**config.mk**
```make
export PLATFORM = sky130hd
export DESIGN_NAME = pipeline_reg
export DESIGN_NICKNAME = d
export VERILOG_FILES = /design/src/rtl/pipeline_reg_pkg.sv /design/src/rtl/pipeline_stage.sv /design/src/rtl/pipeline_reg.sv
export SDC_FILE = /design/constraint.sdc
export NUM_CORES = 1
export LEC_CHECK = 0
export ABC_AREA = 1
export ABC_CLOCK_PERIOD_IN_PS = 800
export CAP_MARGIN = 0
export CORE_MARGIN = 2
export CORE_UTILIZATION = 31
export CTS_CLUSTER_DIAMETER = 40
export DETAILED_ROUTE_END_ITERATION = 16
export PLACE_DENSITY = 0.83
export SYNTH_ARGS = -nofsm -noshare
export SYNTH_HDL_FRONTEND = slang
export SYNTH_SLANG_ARGS = --single-unit
```
**constraint.sdc**
```tcl
create_clock -name CLK -period 0.8 [get_ports CLK]
set_input_delay 0.12 -clock CLK [delete_from_list [all_inputs] [get_ports CLK]]
set_output_delay 0.12 -clock CLK [all_outputs]
set_load 0.005 [all_outputs]
```
**src/rtl/pipeline_reg_pkg.sv**
```systemverilog
// pipeline_reg_pkg: shared widths, depth limit and word type for the pipeline delay line.
package pipeline_reg_pkg;
    localparam int PIPE_DEFAULT_WIDTH = 32;
    localparam int PIPE_MAX_DEPTH     = 64;
    typedef logic [PIPE_DEFAULT_WIDTH-1:0] pipe_word_t;
endpackage

```
**src/rtl/pipeline_stage.sv**
```systemverilog
// pipeline_stage: one WIDTH-bit register with asynchronous active-low reset to RESET_VAL.
module pipeline_stage
    import pipeline_reg_pkg::*;
#(
    parameter int               WIDTH     = PIPE_DEFAULT_WIDTH,
    parameter logic [WIDTH-1:0] RESET_VAL = '0
) (
    input  logic             i_clk,
    input  logic             i_rst_n,
    input  logic [WIDTH-1:0] i_d,
    output logic [WIDTH-1:0] o_q
);
    logic [WIDTH-1:0] r_q;
    always_ff @(posedge i_clk or negedge i_rst_n) begin
        if (!i_rst_n) r_q <= RESET_VAL;
        else          r_q <= i_d;
    end
    assign o_q = r_q;
endmodule

```
**src/rtl/pipeline_reg.sv**
```systemverilog
// pipeline_reg: fixed-latency delay line of DEPTH register stages; DEPTH=0 is a plain wire.
module pipeline_reg
    import pipeline_reg_pkg::*;
#(
    parameter int               DEPTH     = 1,
    parameter int               WIDTH     = PIPE_DEFAULT_WIDTH,
    parameter logic [WIDTH-1:0] RESET_VAL = '0
) (
    input  logic             CLK,
    input  logic             RST_N,
    input  logic [WIDTH-1:0] in,
    output logic [WIDTH-1:0] out
);
    if (DEPTH < 0 || DEPTH > PIPE_MAX_DEPTH || WIDTH < 1) begin : g_bad_params
        $error("pipeline_reg: DEPTH=%0d must be 0..%0d and WIDTH=%0d must be >= 1",
               DEPTH, PIPE_MAX_DEPTH, WIDTH);
    end
    if (DEPTH == 0) begin : g_bypass
        // clock and reset are deliberately unused in the bypass
        logic w_unused;
        assign w_unused = &{1'b0, CLK, RST_N};
        assign out = in;
    end else begin : g_pipe
        logic [WIDTH-1:0] w_stage [0:DEPTH];
        assign w_stage[0] = in;
        for (genvar k = 0; k < DEPTH; k++) begin : g_stage
            pipeline_stage #(
                .WIDTH     (WIDTH),
                .RESET_VAL (RESET_VAL)
            ) u_stage (
                .i_clk   (CLK),
                .i_rst_n (RST_N),
                .i_d     (w_stage[k]),
                .o_q     (w_stage[k+1])
            );
        end
        assign out = w_stage[DEPTH];
    end
endmodule

```
# After elaboration in Yosys (flattened, before gate mapping)
# Cells that the tools add are included.
# Widths: inputs -> output; s select.
# word_totals
inputBits,34
regBits,32
out_inout_bits,32

# Depth between registers and ports, before layout
# logic_depth
word_depth,0
mapped_depth,0
depth_no_buf,0

# Worst setup path after synthesis
# Ideal clock, no wire load.
# synth_timing
path_kind,reg-to-output
from,reg g_pipe.g_stage[0].u_stage.r_q[0]
to,out out[0]
arrival_ns,0.349
setup_slack_ns,0.331
path_buffers,0
stages_incl_launch_ff,1
cell_sequence,dfrtp_1
# synth_rtl
element,line_no,source
from (decl),pipeline_stage.sv:13,logic [WIDTH-1:0] r_q;
from (signal assigned),pipeline_stage.sv:16,else r_q <= i_d;
to (decl),pipeline_reg.sv:12,output logic [WIDTH-1:0] out
# No word-level cell between the ends.

# Worst setup path after layout
# layout_timing
from,reg g_pipe.g_stage[0].u_stage.r_q[16]
to,out out[16]
# No word-level cell between the ends.

==> flow_metrics.tcl <==
set metrics [dict create \
    synth-seq-area-share_pct 100 \
    hold_violations 0 \
    yosysTopAreaCell "dfrtp_1" \
    wl_per_cell_um 13.0 \
    critical_path_class "flop to output port" \
    clockRootBuffer "clkbuf_4" \
    synth_adder_area_share_pct 0 \
    vdd_ir_drop_max_mv 1.29 \
    syn_avg_cell_area_sq_um 25.0 \
    antenna_found_initial 0 \
    setup_viol 32 \
    antenna_cells 0 \
    synthXorXnorAreaFrac_pct 0 \
    nets 139 \
    cp_num_buf_inv 1 \
    synthCells 32 \
    h-tree-depth 2 \
    cellLeakagePower_nw 0.675 \
    min_period_over_period_pct 118 \
    synth_compound_area_share_pct 0 \
    max_slew_margin_pct 89.1 \
    coreArea_sq_mm 0.00245 \
    status "complete, but fails checks" \
    worstMarginPinSlew_ns 0.163 \
    fin_crit_ns 0.945 \
    hp-class "input pin to async pin" \
    dp_cells 128 \
    critPathArrivalTime_ns 0.83 \
    port_buffers 65 \
    max_stage_delay_ns 0.38 \
    critPathTopFamily "flip-flops" \
    cts_tree "built" \
    violations "negative setup slack" \
    critPathLaunchType "flop" \
    ys.flop_type "dfrtp_1" \
    synthMuxAreaShare_pct 0 \
    finish.utilization_pct 57.4 \
    drive_gt1_share_pct 38.7 \
    cts-resized-gates 128 \
    fmax_ghz 1.06 \
    initial_core_util_pct 32.6 \
    fp.dieH_um 54.8 \
    routed_wl_um 1770 \
    synth.area.top_cells "dfrtp_1 (100%)" \
    largest_reg_flops 32 \
    die_area_sq_mm 0.00301 \
    gr-total-overflow 0 \
    grt_max_degree 33 \
    cts_sinks 32 \
    post-route-drc-count 0 \
    numCtsBuffers 5 \
    synth_nets 66 \
    cts_buffer_depth 2 \
    power_mw 2.92 \
    synth-simple-area-share_pct 0 \
    place_ws_ns -0.153 \
    postRouteAntennaNets 0 \
    place_congestion 0.592 \
    synth_area_sq_um 801 \
    synth_edf_count 0 \
    die_x_um 54.8 \
    dr.pass1.iters 4 \
    ys_ff_latch 32 \
    io_pins 66 \
    ys_types 1 \
    async_reset_ff_share_pct 100 \
    max_cap_viol_count 0 \
    synth_common_cells "dfrtp_1 (32)" \
    yosysTopAreaCellShare_pct 100 \
    multiInputGateArea_sq_um 0 \
    place_hpwl_um 1320 \
    syn_to_final_growth_pct 76.1 \
    yosysWarningCount 0 \
    rsz0062_at_grt "true" \
    multi_input_comb_cells 0 \
    grt_pass1_wl_um 2260 \
    worst_slack_ns -0.145 \
    finalNonFillerCells 136 \
    grt_pass1_vias 530 \
    clkTransAtPathRegs_ns 0.09 \
    hold_buffers 0 \
    fp-row-count 18 \
    required_ns 0.68 \
    via_per_inst 3.93 \
    cp-end-kind "output port" \
    power_density_mw_per_mm2 2070 \
    fin_tns_setup_ns -4.08 \
    cp_slowest_cell "dfrtp_1" \
    finalMaxSlewViolations 0 \
    yosysMostFrequentCell "dfrtp_1" \
    post_cts_buffers 0 \
    dr.first_iter.drc_count 2 \
    vias 535 \
    grt_usage_pct 12.7 \
    crit_chain "buf_2" \
    crit_fanout 1 \
]
[placed cells by master, fill, tap and decap left out]
| cell type | count |
|---|---|
| buf_12 | 1 |
| buf_2 | 32 |
| clkbuf_4 | 5 |
| clkbuf_8 | 1 |
| clkdlybuf4s50_1 | 33 |
| clkinv_2 | 2 |
| dfrtp_1 | 32 |
[logic make-up (layout without fill, tap and decap cells)]
logic type,after synthesis,after routing
buf+inv,0,74
flops,32,32
[layer usage]
metal	global-route usage [%]	vias up	routed length (um)
li1	-	242	-
met1	10.1	246	484
met2	20.4	43	951
met3	10.4	4	313
met4	8.75	0	20
met5	0	-	0
[final timing paths]
path | to | slack (ns) | start | cells after the start
min | g_pipe.g_stage[0].u_stage.o_q[16] | 0.16 | RST_N | 2
max in group asynchronous | g_pipe.g_stage[0].u_stage.o_q[27] | 0.48 | RST_N | 2
min in group CLK | g_pipe.g_stage[0].u_stage.o_q[2] | 0.23 | in[2] | 1
max | out[16] | -0.15 | g_pipe.g_stage[0].u_stage.o_q[16] | 1
[metrics by stage]
step	hold slack [ns]	cell area [sq um]
floorplan	-0.176	801
global placement	0.501	1510
detailed placement	0.521	1510
CTS	0.155	1410
global route	0.150	1410
finish	0.162	1410
[cell type report]
type,instances,area [sq um]
flip-flops and latches,32,801
clock inverters,2,10.0
clock buffers,6,51.3
well taps,30,37.5
repair buffers,66,510
fillers,228,1040
[where the power goes]
group	internal, mW	total, mW	switching, mW	leakage, nW
combinational	0.202	0.294	0.0918	0.264
sequential	1.70	1.71	0.0182	0.373
clock	0.417	0.912	0.494	0.0380
total	2.32	2.92	0.604	0.675
Power figures use the tool's default switching activity.
